[src/rtl/uart_receiver.sv]
`default_nettype none
// ============================================================================
//  Module   : uart_receiver
//  Purpose  : Oversampled UART receive path. Rebuilds 5..8-bit frames and
//             pushes them into the RX FIFO with parity/framing/break status.
//  Revision : 1.0 - initial release
// ============================================================================
module uart_receiver #(
    parameter int SYNC_STAGES = 2
) (
    input  logic       pclk,
    input  logic       presetn,
    input  logic       bclk,
    input  logic       osm_sel,
    input  logic       eps,
    input  logic       pen,
    input  logic       stb,
    input  logic [1:0] wls,
    input  logic       uart_rxd,
    input  logic       rx_full_status,
    output logic       rx_wr,
    output logic [7:0] rx_data,
    output logic       rx_parity_err,
    output logic       rx_frame_err,
    output logic       rx_break,
    output logic       overrun_err
);

    typedef enum logic [2:0] {
        S_IDLE   = 3'd0,
        S_START  = 3'd1,
        S_DATA   = 3'd2,
        S_PARITY = 3'd3,
        S_STOP   = 3'd4
    } state_t;

    state_t                 state_q;
    logic [SYNC_STAGES-1:0] sync_q;
    logic [3:0]             cnt_q;
    logic [3:0]             cnt_d;
    logic [2:0]             bit_cnt_q;
    logic [7:0]             shift_q;
    logic [1:0]             wls_q;
    logic                   pen_q;
    logic                   eps_q;
    logic                   par_q;
    logic                   brk_wait_q;

    logic                   rx_wr_q;
    logic [7:0]             rx_data_q;
    logic                   rx_perr_q;
    logic                   rx_ferr_q;
    logic                   rx_brk_q;
    logic                   ovr_q;

    logic                   w_rxs;
    logic [3:0]             w_osm_max;
    logic [3:0]             w_mid;
    logic                   w_last_bit;
    logic                   w_exp_par;
    logic                   w_perr;
    logic                   w_brk;
    logic                   w_unused_stb;

    // Only the first stop bit is examined, so the stop-bit count has no effect here.
    assign w_unused_stb = stb;

    assign w_rxs      = sync_q[SYNC_STAGES-1];
    assign w_osm_max  = osm_sel ? 4'd12 : 4'd15;
    assign w_mid      = osm_sel ? 4'd6  : 4'd7;
    assign w_last_bit = (bit_cnt_q == ({1'b0, wls_q} + 3'd4));
    assign w_exp_par  = eps_q ? (^shift_q) : (~^shift_q);
    assign w_perr     = pen_q && (par_q != w_exp_par);
    assign w_brk      = (shift_q == 8'h00) && !(pen_q && par_q) && !w_rxs;

    always_comb begin
        cnt_d = (cnt_q == w_osm_max) ? 4'd0 : cnt_q + 4'd1;
    end

    always_ff @(posedge pclk) begin
        if (!presetn) begin
            state_q    <= S_IDLE;
            sync_q     <= '1;
            cnt_q      <= 4'd0;
            bit_cnt_q  <= 3'd0;
            shift_q    <= 8'h00;
            wls_q      <= 2'b00;
            pen_q      <= 1'b0;
            eps_q      <= 1'b0;
            par_q      <= 1'b0;
            brk_wait_q <= 1'b0;
            rx_wr_q    <= 1'b0;
            rx_data_q  <= 8'h00;
            rx_perr_q  <= 1'b0;
            rx_ferr_q  <= 1'b0;
            rx_brk_q   <= 1'b0;
            ovr_q      <= 1'b0;
        end else begin
            if (SYNC_STAGES > 1) begin
                sync_q <= {sync_q[SYNC_STAGES-2:0], uart_rxd};
            end else begin
                sync_q <= uart_rxd;
            end
            rx_wr_q <= 1'b0;
            ovr_q   <= 1'b0;

            if (bclk) begin
                case (state_q)
                    S_IDLE: begin
                        cnt_q <= 4'd0;
                        // After a break the line must return high before a new start is armed.
                        if (brk_wait_q) begin
                            if (w_rxs) begin
                                brk_wait_q <= 1'b0;
                            end
                        end else if (!w_rxs) begin
                            state_q <= S_START;
                            cnt_q   <= 4'd1;
                            wls_q   <= wls;
                            pen_q   <= pen;
                            eps_q   <= eps;
                            shift_q <= 8'h00;
                        end
                    end
                    S_START: begin
                        cnt_q <= cnt_d;
                        if ((cnt_q == w_mid) && w_rxs) begin
                            state_q <= S_IDLE;
                            cnt_q   <= 4'd0;
                        end else if (cnt_q == w_osm_max) begin
                            state_q   <= S_DATA;
                            bit_cnt_q <= 3'd0;
                        end
                    end
                    S_DATA: begin
                        cnt_q <= cnt_d;
                        if (cnt_q == w_mid) begin
                            shift_q[bit_cnt_q] <= w_rxs;
                        end
                        if (cnt_q == w_osm_max) begin
                            if (w_last_bit) begin
                                state_q <= pen_q ? S_PARITY : S_STOP;
                            end else begin
                                bit_cnt_q <= bit_cnt_q + 3'd1;
                            end
                        end
                    end
                    S_PARITY: begin
                        cnt_q <= cnt_d;
                        if (cnt_q == w_mid) begin
                            par_q <= w_rxs;
                        end
                        if (cnt_q == w_osm_max) begin
                            state_q <= S_STOP;
                        end
                    end
                    S_STOP: begin
                        cnt_q <= cnt_d;
                        if (cnt_q == w_mid) begin
                            // A full FIFO keeps the previously delivered word and its status.
                            if (rx_full_status) begin
                                ovr_q <= 1'b1;
                            end else begin
                                rx_wr_q   <= 1'b1;
                                rx_data_q <= shift_q;
                                rx_perr_q <= w_perr;
                                rx_ferr_q <= !w_rxs;
                                rx_brk_q  <= w_brk;
                            end
                            if (w_brk) begin
                                brk_wait_q <= 1'b1;
                            end
                            state_q <= S_IDLE;
                            cnt_q   <= 4'd0;
                        end
                    end
                    default: begin
                        state_q <= S_IDLE;
                        cnt_q   <= 4'd0;
                    end
                endcase
            end
        end
    end

    assign rx_wr         = rx_wr_q;
    assign rx_data       = rx_data_q;
    assign rx_parity_err = rx_perr_q;
    assign rx_frame_err  = rx_ferr_q;
    assign rx_break      = rx_brk_q;
    assign overrun_err   = ovr_q;

endmodule
`default_nettype wire

[config.mk]
export PLATFORM = sky130hd
export DESIGN_NAME = uart_receiver
export DESIGN_NICKNAME = d
export VERILOG_FILES = /design/src/rtl/uart_receiver.sv
export SDC_FILE = /design/constraint.sdc
export NUM_CORES = 1
export LEC_CHECK = 0
export ABC_AREA = 1
export BUFFER_PORTS_ARGS = -buffer_cell sky130_fd_sc_hd__buf_2
export CORE_MARGIN = 1.5
export CORE_UTILIZATION = 50
export DETAILED_ROUTE_END_ITERATION = 12
export PLACE_DENSITY = 0.77
export SLEW_MARGIN = 15
export SYNTH_ARGS = -nofsm -noshare
export SYNTH_HDL_FRONTEND = slang
export SYNTH_SLANG_ARGS = --single-unit
[constraint.sdc]
create_clock -name pclk -period 1.4 [get_ports pclk]
set_clock_uncertainty 0.1 [all_clocks]
set_input_delay 0.42 -clock pclk [delete_from_list [all_inputs] [get_ports pclk]]
set_output_delay 0.42 -clock pclk [all_outputs]
set_load 0.005 [all_outputs]
## Word-level counts from Yosys, hierarchy flattened

Cells that the tools add are included.
W data, S select, Z words.

| word-level totals | value |
|---|---|
| flip-flop bits (word level) | 39 |
| word-level logic and storage cells | 106 |

| operators by class | value |
|---|---|
| $add $sub $neg | 3 |
| order comparisons | 2 |
| eq/ne operators | 20 |
| mux-type cells | 38 |
| bitwise logic cells | 3 |
| reduce and logical (&&, ||, !) cells | 24 |

Operator list:

| kind | number |
|---|---|
| $mux W3 | 13 |
| $mux W8 | 3 |
| $ne A2 B2 Y1 const B | 11 |
| $pmux W4 S4 | 1 |
| $pmux W8 S2 | 1 |
| $reduce_and A4 Y1 | 4 |
| $pmux W3 S5 | 1 |
| $mux W4 | 3 |
| $mux W1 | 11 |
| $bwmux W8 | 1 |
| $logic_not A8 Y1 | 1 |
| $reduce_and A8 Y1 | 1 |
| $reduce_xnor A8 Y1 | 1 |
| $reduce_xor A8 Y1 | 1 |
| $eq A3 B2 Y1 const B | 2 |
| $logic_and A1 B1 Y1 | 6 |
| $pmux W3 S2 | 1 |
| $reduce_and A6 Y1 | 1 |
| $reduce_bool A2 Y1 | 3 |
| $reduce_and A5 Y1 | 1 |
| $add A4 B1 Y4 const B | 1 |
| $eq A4 B3 Y1 | 1 |
| $eq A4 B4 Y1 | 1 |
| $lt A3 B4 Y1 const B | 1 |
| other kinds (16) | 19 |

## Longest topological paths before layout

| depth | value |
|---|---|
| depth after elaboration | 7 |
| gate-level depth with buffers | 10 |

## Worst setup path before layout

Ideal clock, no wire load.

| path | value |
|---|---|
| kind | flip-flop to flip-flop |
| from | register shift_q[0] |
| to | register rx_perr_q (netlist: rx_parity_err) |
| arrival time | 1.241 ns |
| data required time | 1.168 ns |
| setup slack | -0.073 ns |
| stages on the path, launching flop included | 10 |
| path buffers | 0 |
| period minus slack after synthesis | 1.473 ns |
| cell sequence | dfxtp_1 > inv_1 > ha_1 > xnor2_1 > xor2_1 > inv_1 > nand2_1 > nand2_1 > nand2_1 > a21oi_1 |

| between the ends | value |
|---|---|
| cells in the longest elaborated chain, start to end | 4 |
| elaborated cells between the ends (all ways) | 5 |
| those cells by class | eq/ne (1); mux (1); reduce/logical (3) |

RTL lines:

| element | RTL line | source |
|---|---|---|
| start: declaration | 42 | `logic [7:0] shift_q;` |
| start signal: indexed assignment | 138 | `shift_q[bit_cnt_q] <= w_rxs;` |
| $reduce_xnor A8 Y1 / $reduce_xor A8 Y1 (equally long branches) | 72 | `assign w_exp_par = eps_q ? (^shift_q) : (~^shift_q);` |
| $mux W1 * | 72 |  |
| $ne A1 B1 Y1 * | 73 | `assign w_perr = pen_q && (par_q != w_exp_par);` |
| $logic_and A1 B1 Y1 * | 73 |  |
| end signal: assignment | 166 | `rx_perr_q <= w_perr;` |
| end: declaration | 51 | `logic rx_perr_q;` |

Mark *: on every way between the ends. The rest lies on a longest branch, timed or not.
A chain may end at the register's enable or synchronous reset.

## Final worst setup path

| path | value |
|---|---|
| from | register state_q[1] |
| to | register shift_q[7] |

| between the ends | value |
|---|---|
| cells in the longest elaborated chain, start to end | 3 |
| elaborated cells between the ends (all ways) | 8 |
| those cells by class | eq/ne (4); mux (1); reduce/logical (3) |

RTL lines:

| element | RTL line | source |
|---|---|---|
| start: declaration | 37 | `state_t state_q;` |
| start signal: assignment | 142 | `state_q <= pen_q ? S_PARITY : S_STOP;` |
| $eq A3 B2 Y1 / $logic_not A3 Y1 (equally long branches) | 108 | `case (state_q)` |
| $ne A2 B2 Y1 (no source line) / $reduce_bool A2 Y1 (equally long branches) | n/a |  |
| $reduce_and A5 Y1 (no source line) | n/a |  |

Parallel ways exist; a longest one is shown, timed or not.

==> impl_metrics.py <==
metrics = {
    "power": {
        "power_density_nw_per_um2": 1280,
        "total_power_mw": 4.24,
        "power.static_leakage_nw": 1.39,
        "power.ir.vdd_worst_uv": 716,
    },
    "worst_setup_path": {
        "worstRegToRegCells": 9,
        "worst_path_max_delay_cell": "sky130_fd_sc_hd__dfxtp_2",
        "cell_chain_critical_path": "inv_4, nor2_4, nand2_4, inv_6, buf_4, o21ai_0, nand3_1, nand2_1, a21oi_2",
        "worst-path-buf-inv": 3,
        "critPathLaunchType": "flop",
        "critPathCaptureType": "flop",
        "critPathTopFamily": "simple AND/OR/NAND/NOR gates",
        "critPathArrivalTime_ns": 1.71,
        "timing.critical_path.fanout_max": 7,
        "crit_cells": 9,
        "timing.setup.critical_path_class": "flop to flop",
        "worst-endpoint-required_ns": 1.53,
        "max_stage_delay_ns": 0.37,
    },
    "synthesis": {
        "synth_sequential_area_ratio": 0.366,
        "synth_cell_area_sq_um": 2130,
        "ys.flop_type": "sky130_fd_sc_hd__dfxtp_1",
        "synthDominantAreaCellType": "sky130_fd_sc_hd__dfxtp_1",
        "syn_avg_cell_area_sq_um": 7.25,
        "post_synth_main_area_contributors": "sky130_fd_sc_hd__dfxtp_1 37%, sky130_fd_sc_hd__nand2_1 11%, sky130_fd_sc_hd__a21oi_1 7.0%",
        "synth_async_sr_flop_share": 0,
        "yosysUniqueCellTypes": 33,
        "synth.top_cells.by_count": "60 x sky130_fd_sc_hd__nand2_1, 39 x sky130_fd_sc_hd__dfxtp_1, 32 x sky130_fd_sc_hd__inv_1",
        "yosys_warnings": 0,
        "synth.top_cell.area_share": 0.366,
        "ys_seq_elements": 39,
        "count_of_flip_flops_with_a_built_in_enable_after_synthesis": 0,
        "synth_nets": 311,
        "synthesis.instances": 294,
        "synth_most_common_cell": "sky130_fd_sc_hd__nand2_1",
    },
    "clocking": {
        "clkSlewWorstSetupHoldPaths_ns": 0.08,
        "clkLatencyLatePin_ns": 0.30,
        "cts_root_buf": "sky130_fd_sc_hd__clkbuf_8",
        "cts_made_buffers": 5,
        "cts_num_sinks": 39,
        "clock_tree_from_tritoncts": "yes",
        "cts.htree.levels": 2,
        "post_cts_hold_buffer_count": 0,
        "clock_path_buffers": 2,
    },
    "floorplanning": {
        "io_pins": 24,
        "initial_core_util": 0.525,
        "die_height_um": 68.3,
        "dieArea_sq_um": 4660,
        "core_footprint_sq_um": 4060,
        "die_width_um": 68.3,
        "row_count": 23,
    },
    "timing": {
        "grt_setup_unrepaired": "yes",
        "timing.final.max_slew_violations": 0,
        "slew_headroom": 0.743,
        "finalCriticalPeriod_ns": 1.58,
        "finalCritPeriodShare": 1.13,
        "tightestPinTransition_ns": 0.386,
        "maxClockFrequency_mhz": 635,
        "hold_violations": 0,
        "total_of_endpoints_with_negative_setup_slack_in_the_final_report": 27,
        "post-route-worst-setup-slack_ns": -0.176,
    },
    "cells_and_area": {
        "flow.area_growth_from_synthesis_pct": 55.4,
        "nets": 396,
        "share_of_layout_cells_above_drive_strength_1": 0.553,
        "n_antenna_cell": 0,
        "postLayoutCoreUtil": 0.817,
        "num-fill-cells": 228,
        "fin_area_sq_um": 3310,
    },
    "run_status": {
        "violations": "negative setup slack",
        "status": "finished, violations left",
    },
    "grt": {
        "global_route.usage.total": 0.239,
        "grt_max_degree": 21,
        "antenna_found_initial": 0,
        "grt_first_pass_wirelength_mm": 8.35,
        "number_of_global_route_vias_before_repair": 1932,
        "gr-total-overflow": 0,
    },
    "route": {
        "route.final.wire_length_mm": 6.61,
        "detail_route.drc_violations": 0,
        "first_iter_violations": 151,
        "drt.antenna.violating_nets": 0,
        "drt-vias-per-instance": 5.41,
        "routed_wire_length_per_instance_um": 15.4,
        "detail_route.first_pass.iterations": 4,
        "number_of_vias_in_the_routed_layout": 2327,
    },
    "placement": {
        "port_buffers": 22,
        "dp_hpwl_mm": 3.68,
        "placed_cell_area_sq_um": 2700,
        "routabilityCongestion": 0.861,
    },
    "flow_run": {
        "cap_violations": 0,
    },
    "worst_hold_path": {
        "holdCritPathClass": "input pin to flop",
        "holdPathStages": 2,
    },
}
-- layout make-up --
cell class / instances / area, sq um / share of cell area
Multi-Input combinational cell: 209 / 1520 / 0.458
Clock inverter: 2 / 35.0 / 0.0106
Tap cell: 50 / 62.6 / 0.0189
Inverter: 38 / 160 / 0.0483
Clock buffer: 6 / 82.6 / 0.0249
Sequential cell: 39 / 808 / 0.244
Timing Repair Buffer: 86 / 648 / 0.196
-- metrics by stage --
stage                     hold WS [ns]  std cells  TNS (ns)  worst slack, ns
final                            0.210        430     -3.06           -0.176
after global routing             0.219        430     -4.99           -0.247
after CTS                        0.207        422     -1.79           -0.109
after detailed placement         0.315        410     -7.45           -0.298
after global placement           0.310        410     -6.17           -0.230
after floorplan                  0.293        294  -0.00977         -0.00977
-- what timing repair did --
action,4_1_cts,5_1_grt
buffers inserted,3,7
setup endpoints to repair,34,33
pin swaps,16,30
gates resized for setup,45,66
gates cloned,1,1
-- routing by layer --
| metal | vias to the layer above | track usage | routed length (um) |
|---|---|---|---|
| met1 | 1090 | 0.283 | 2640 |
| met3 | 23 | 0.0461 | 319 |
| met4 | 0 | 0.0700 | 221 |
| met5 | - | 0 | 0 |
| li1 | 1123 | - | - |
| met2 | 91 | 0.433 | 3430 |
-- sequential cells by signal (all words and copies together) (netlist names) --
signal / count
rx_parity_err: 1
rx_data: 8
shift_q: 8
par_q: 1
state_q: 3
pen_q: 1
rx_wr: 1
brk_wait_q: 1
eps_q: 1
overrun_err: 1
sync_q: 2
wls_q: 2
bit_cnt_q: 3
cnt_q: 4
rx_break: 1
rx_frame_err: 1
-- placed cells by master, fill, tap and decap left out, drive strengths merged --
cell,n
nand4,3
nand3,25
buf,85
xnor2,2
a22oi,1
dfxtp,39
nand2,67
nor3,7
a21oi,40
o21ai,19
inv,36
ha,6
nor2,27
xor2,3
clkinv,3
clkbuf,7
nand3b,1
or2,7
o21a,1
bufinv,1
-- path summary, 6_finish.rpt --
kind	startpoint	end	slack (ns)
max	state_q[1]	shift_q[7]	-0.18
min	uart_rxd	sync_q[0]	0.21
max reg2reg	state_q[1]	shift_q[7]	-0.18
min reg2reg	sync_q[0]	sync_q[1]	0.34
-- power by group --
group | switching, mW | internal [mW] | leakage [nW] | total [mW]
registers | 0.0769 | 1.18 | 0.325 | 1.26
clock network | 0.427 | 0.577 | 0.0612 | 1.00
logic | 1.14 | 0.833 | 1.00 | 1.97
total | 1.64 | 2.59 | 1.39 | 4.24
-- cells by family after synthesis --
group                    Yosys count  synth area share
AND/OR/NAND/NOR                  137             0.322
AO/OA/AOI/OAI                     61             0.163
buffers and inverters             46            0.0927
flip-flops                        39             0.366
adder cells (fa/ha/maj)            6            0.0352
XOR/XNOR                           5            0.0205
Note: power is estimated with default switching activity, not from simulation.
